File: src/rtl/next_state_sequencer_pkg.sv
// Shared sequencing-mode encodings and well-known control-store addresses for the
// multicycle MIPS control unit (sequencer, control ROM, state encoder).
package next_state_sequencer_pkg;

   localparam int SEQ_STATE_W = 7;

   localparam logic [2:0] SEQ_DISPATCH = 3'b000;
   localparam logic [2:0] SEQ_INC      = 3'b001;
   localparam logic [2:0] SEQ_JUMP     = 3'b010;
   localparam logic [2:0] SEQ_BR       = 3'b011;
   localparam logic [2:0] SEQ_WAIT     = 3'b100;
   localparam logic [2:0] SEQ_BRN      = 3'b101;

   localparam int SEQ_RESET_STATE = 0;
   localparam int SEQ_FETCH_STATE = 1;
   localparam int SEQ_FAULT_STATE = 127;

endpackage

File: src/rtl/next_state_sequencer_next_addr_mux.sv
// Combinational next-address selection: mode decode, wrapping incrementer and the
// memory-wait stall qualifier.
module next_addr_mux
   import next_state_sequencer_pkg::*;
#(
   parameter int STATE_W     = SEQ_STATE_W,
   parameter int FETCH_STATE = SEQ_FETCH_STATE
) (
   input  logic [2:0]         i_n,
   input  logic [STATE_W-1:0] i_state,
   input  logic [STATE_W-1:0] i_state_sel,
   input  logic [STATE_W-1:0] i_cr,
   input  logic               i_cond,
   input  logic               i_moc,
   output logic [STATE_W-1:0] o_next,
   output logic               o_stall
);

   localparam logic [STATE_W-1:0] FETCH_ADDR = FETCH_STATE[STATE_W-1:0];
   localparam logic [STATE_W-1:0] ONE        = {{(STATE_W-1){1'b0}}, 1'b1};

   logic [STATE_W-1:0] w_inc;

   // Incrementer wraps naturally at STATE_W bits.
   assign w_inc   = i_state + ONE;
   assign o_stall = (i_n == SEQ_WAIT) && !i_moc;

   always_comb begin
      o_next = FETCH_ADDR;
      case (i_n)
         SEQ_DISPATCH: o_next = i_state_sel;
         SEQ_INC:      o_next = w_inc;
         SEQ_JUMP:     o_next = i_cr;
         SEQ_BR:       o_next = i_cond ? i_cr : w_inc;
         SEQ_WAIT:     o_next = i_moc ? w_inc : i_state;
         SEQ_BRN:      o_next = i_cond ? w_inc : i_cr;
         default:      o_next = FETCH_ADDR;
      endcase
   end

endmodule

File: src/rtl/next_state_sequencer.sv
// Microprogram sequencer: registers the next control-store address each cycle.
// Optional MOC wait timeout enabled by defining SEQ_MOC_TIMEOUT_EN.
module next_state_sequencer
   import next_state_sequencer_pkg::*;
#(
   parameter int STATE_W     = SEQ_STATE_W,
   parameter int RESET_STATE = SEQ_RESET_STATE,
   parameter int FETCH_STATE = SEQ_FETCH_STATE,
   parameter int FAULT_STATE = SEQ_FAULT_STATE,
   parameter int TIMEOUT     = 255
) (
   input  logic               Clk,
   input  logic               Reset,
   input  logic [STATE_W-1:0] State_Sel,
   input  logic [2:0]         N,
   input  logic [STATE_W-1:0] CR,
   input  logic               Cond,
   input  logic               MOC,
   output logic [STATE_W-1:0] State,
   output logic               Stall,
   output logic               Timeout_Err
);

   localparam logic [STATE_W-1:0] RESET_ADDR = RESET_STATE[STATE_W-1:0];

   // Reject parameter sets that cannot be represented in hardware.
   if ((TIMEOUT < 1) || (TIMEOUT > 1023) ||
       (FAULT_STATE >= (1 << STATE_W)) || (FETCH_STATE >= (1 << STATE_W)) ||
       (RESET_STATE >= (1 << STATE_W))) begin : g_bad_params
      $error("next_state_sequencer: parameter out of range");
   end

   logic [STATE_W-1:0] r_state;
   logic [STATE_W-1:0] w_next;
   logic               w_stall;

   next_addr_mux #(
      .STATE_W     (STATE_W),
      .FETCH_STATE (FETCH_STATE)
   ) u_next_addr_mux (
      .i_n         (N),
      .i_state     (r_state),
      .i_state_sel (State_Sel),
      .i_cr        (CR),
      .i_cond      (Cond),
      .i_moc       (MOC),
      .o_next      (w_next),
      .o_stall     (w_stall)
   );

   assign State = r_state;
   assign Stall = w_stall;

`ifdef SEQ_MOC_TIMEOUT_EN
   localparam logic [STATE_W-1:0] FAULT_ADDR = FAULT_STATE[STATE_W-1:0];
   localparam logic [9:0]         TIMEOUT_CNT = TIMEOUT[9:0];

   logic [9:0] r_wait_cnt;
   logic       r_timeout_err;
   logic [9:0] w_cnt_inc;
   logic       w_timeout;

   // Timeout fires on the edge that would bring the count up to TIMEOUT; a MOC
   // in that cycle drops Stall and therefore wins.
   assign w_cnt_inc = r_wait_cnt + 10'd1;
   assign w_timeout = w_stall && (w_cnt_inc == TIMEOUT_CNT);

   always_ff @(posedge Clk) begin
      if (Reset) begin
         r_state       <= RESET_ADDR;
         r_wait_cnt    <= '0;
         r_timeout_err <= 1'b0;
      end else begin
         r_state    <= w_timeout ? FAULT_ADDR : w_next;
         r_wait_cnt <= (w_stall && !w_timeout) ? w_cnt_inc : 10'd0;
         if (w_timeout) begin
            r_timeout_err <= 1'b1;
         end
      end
   end

   assign Timeout_Err = r_timeout_err;
`else
   always_ff @(posedge Clk) begin
      if (Reset) begin
         r_state <= RESET_ADDR;
      end else begin
         r_state <= w_next;
      end
   end

   assign Timeout_Err = 1'b0;
`endif

endmodule

File: config.mk
export PLATFORM = sky130hd
export DESIGN_NAME = next_state_sequencer
export DESIGN_NICKNAME = d
export VERILOG_FILES = /design/src/rtl/next_state_sequencer_pkg.sv /design/src/rtl/next_state_sequencer_next_addr_mux.sv /design/src/rtl/next_state_sequencer.sv
export SDC_FILE = /design/constraint.sdc
export NUM_CORES = 1
export LEC_CHECK = 0
export CORE_MARGIN = 8
export CORE_UTILIZATION = 37
export DETAILED_ROUTE_END_ITERATION = 8
export PLACE_DENSITY_LB_ADDON = 0.15
export SYNTH_ARGS = -nofsm -noshare
export SYNTH_HDL_FRONTEND = slang
export SYNTH_SLANG_ARGS = --single-unit
File: constraint.sdc
create_clock -name Clk -period 1.4 [get_ports Clk]
set_input_delay 0.28 -clock Clk [delete_from_list [all_inputs] [get_ports Clk]]
set_output_delay 0.28 -clock Clk [all_outputs]
set_load 0.005 [all_outputs]
==> flow_summary.yaml <==
hold_path:
  hp-class: "input port to register"
  min_from: "N[1]"
  worstHoldEndpoint: "State[1]"
  worstHoldPathCells: 3
routing:
  drc: 0
  wl_um: 2340
  drt_iter0_drc: 30
  dr.pass1.iters: 4
  via_per_inst: 5.67
  ant_nets: 0
  vias: 907
  wl_per_cell_um: 14.6
placement:
  io_buffers: 28
  postPlaceCellArea_um2: 1050
  dp_cells: 153
  dp_hpwl_um: 1740
  place_congestion: 0.831
  place_ws_ps: -697
yosys:
  seq_area_frac_synth_pct: 20.4
  synth_fa_ha_area_share_pct: 1.82
  syn_inst: 94
  synth_nets: 116
  ys_types: 37
  ys_ff_latch: 7
  synthArstFlopShare_pct: 0
  synth_top_family_by_area: "compound AO/OA/AOI/OAI gates"
  synth_compound_area_share_pct: 40.0
  synth_edf_count: 0
  synth_flop_cell: "dfxtp_1"
  avgSynthCellArea_um2: 7.29
  synth-simple-area-share_pct: 26.5
  synthXorXnorAreaFrac_pct: 0
  syn_area_um2: 686
  synthMuxAreaShare_pct: 1.46
  ys_warn_count: 0
power_and_ir_drop:
  p_total_uw: 694
  irDropWorstVdd_v: 0.000329
  p_leak_nw: 0.467
  powerDensity_nw_per_um2: 603
worst_setup_path:
  slowest_delay_ps: 480
  worstSetupStartpoint: "N[2]"
  crit_chain: "clkdlybuf4s15_1 -> or4b_4 -> clkinv_4 -> buf_6"
  endpoint_kind: "output pin"
  slowest_stage: "or4b_4"
  required_ps: 1120
  reg2reg_from: "State[1]"
  crit_type: "input port to output pin"
  r2r_cells: 5
  startpoint_type: "input port"
  crit_fanout: 2
  cp.arrival_ps: 1080
  r2r_end: "State[1]"
  ff2ff_setup_slack_ps: 40
timing:
  hold_ws_ps: 447
  rsz0062_at_grt: "false"
  fin_tns_setup_ps: 0
  hold_viol: 0
  setup_viol_count_final: 0
  setup_ws_ps: 38.4
  max_freq_ghz: 0.734
  clock_skew_ps: 4.33
  drv_slew: 0
  period_share_pct: 97.3
  period_minus_slack_ps: 1360
die:
  dieHeight_um: 59.0
  ios: 30
  core_area_um2: 1730
  start_util_pct: 39.7
  die_w_um: 59.0
  rows: 15
  dieArea_um2: 3490
cells_and_area:
  num-nets-final: 158
  antenna_cells: 0
  layout.cells.non_filler: 160
  area_growth_pct: 67.7
  post-route-cell-area_um2: 1150
  largest_reg_flops: 7
  drive_gt1_share_pct: 27.4
  fin_util_pct: 66.6
clocking:
  cts_max_level: 1
  cts-root-buf: "clkbuf_4"
  clk_pin_slew_ps: 50
  cts_tree: "yes"
  cts_hold_buf: 0
  clock-sinks: 7
  cts_buffers: 3
  clockBufferDepth: 2
  worstSkewPairLatency_ps: 260
global_routing:
  grt_max_degree: 18
  gr-total-overflow: 0
  grt_pass1_wl_um: 3770
  grt_pass1_vias: 850
  grt_antenna_before_repair: 0
  grtUsageTotal_pct: 14.2
job:
  maxCapViolations: 0
outcome:
  status: "complete, no violations"
[critical path, delay by kind of cell]
| family | cells | cell delay (ps) |
|---|---|---|
| AND/OR/NAND/NOR | 1 | 480 |
| buffers and inverters | 3 | 310 |
[cell usage in the layout, fill, tap and decap left out, types with 2 or more instances in the layout]
cell type	count
clkdlybuf4s50_1	16
buf_4	13
nor2_1	12
nand2_1	8
dlygate4sd2_1	7
inv_1	6
a32o_1	5
dfxtp_2	4
nor3_1	4
o22ai_1	4
a222oi_1	3
nand3_1	3
o21ai_0	3
a31oi_1	3
clkbuf_4	3
buf_6	3
dfxtp_4	2
o21a_1	2
a211oi_1	2
a21oi_1	2
a22oi_1	2
and2_1	2
buf_2	2
[where the power goes]
group / switching, mW / internal (mW)
logic: 0.119 / 0.158
clock network: 0.0830 / 0.109
registers: 0.0134 / 0.211
total: 0.215 / 0.478
[cell families (layout without fill, tap and decap cells)]
kind of cell    count (synthesis)  in the layout
compound gates                 35             35
mux                             1              1
buf+inv                        13             54
flops                           7              7
simple gates                   36             36
other cells                     1              1
fa+ha+maj                       1              1
[cells in the mapped netlist, drive strengths merged (2+ instances only)]
library cell  count  share of area [%]
o22ai             5                5.5
nor3              4                2.9
a22oi             2                2.2
dfxtp             7                 20
a222oi            3                4.4
o21a              2                2.2
nand3             3                2.2
a31oi             3                2.7
a32o              5                7.3
a21oi             2                1.5
buf               4                4.2
clkbuf            2                1.1
o21ai             3                2.2
nand2b            2                1.8
and2              2                1.8
a211oi            2                2.2
nor2             13                7.1
nand2             8                4.4
a221oi            2                2.6
inv               6                3.3
[worst max-delay path by stage]
stage	to	depth (start not counted)	slack, ps
final	Stall	4	40
after global routing	Stall	4	4
after CTS	Stall	4	1
after detailed placement	Stall	4	-700
after global placement	Stall	4	-690
after floorplan	State[1]	5	4
[metal layers]
metal | track usage [%] | up-vias | share of wire [%]
li1 | - | 450 | -
met1 | 15.2 | 410 | 42
met2 | 22.1 | 41 | 48
met3 | 4.34 | 6 | 6.7
met4 | 11.9 | 0 | 2.9
met5 | 0 | - | 0
[what timing repair did]
action | in CTS | in global routing
endpoints found under the setup margin | 15 | 8
pin swaps | 5 | 3
endpoints found under the hold margin | 0 | 0
gates resized for setup | 40 | 3
setup buffers | 2 | 1
gates cloned | 0 | 0
[final cells by class]
| class | instances | area [µm²] |
|---|---|---|
| clock buffers | 4 | 26.3 |
| fillers | 162 | 577 |
| inverters | 7 | 31.3 |
| multi-input cells | 74 | 531 |
| flip-flops and latches | 7 | 153 |
| well taps | 25 | 31.3 |
| repair buffers | 43 | 378 |
Note: power is estimated with default switching activity, not from simulation.
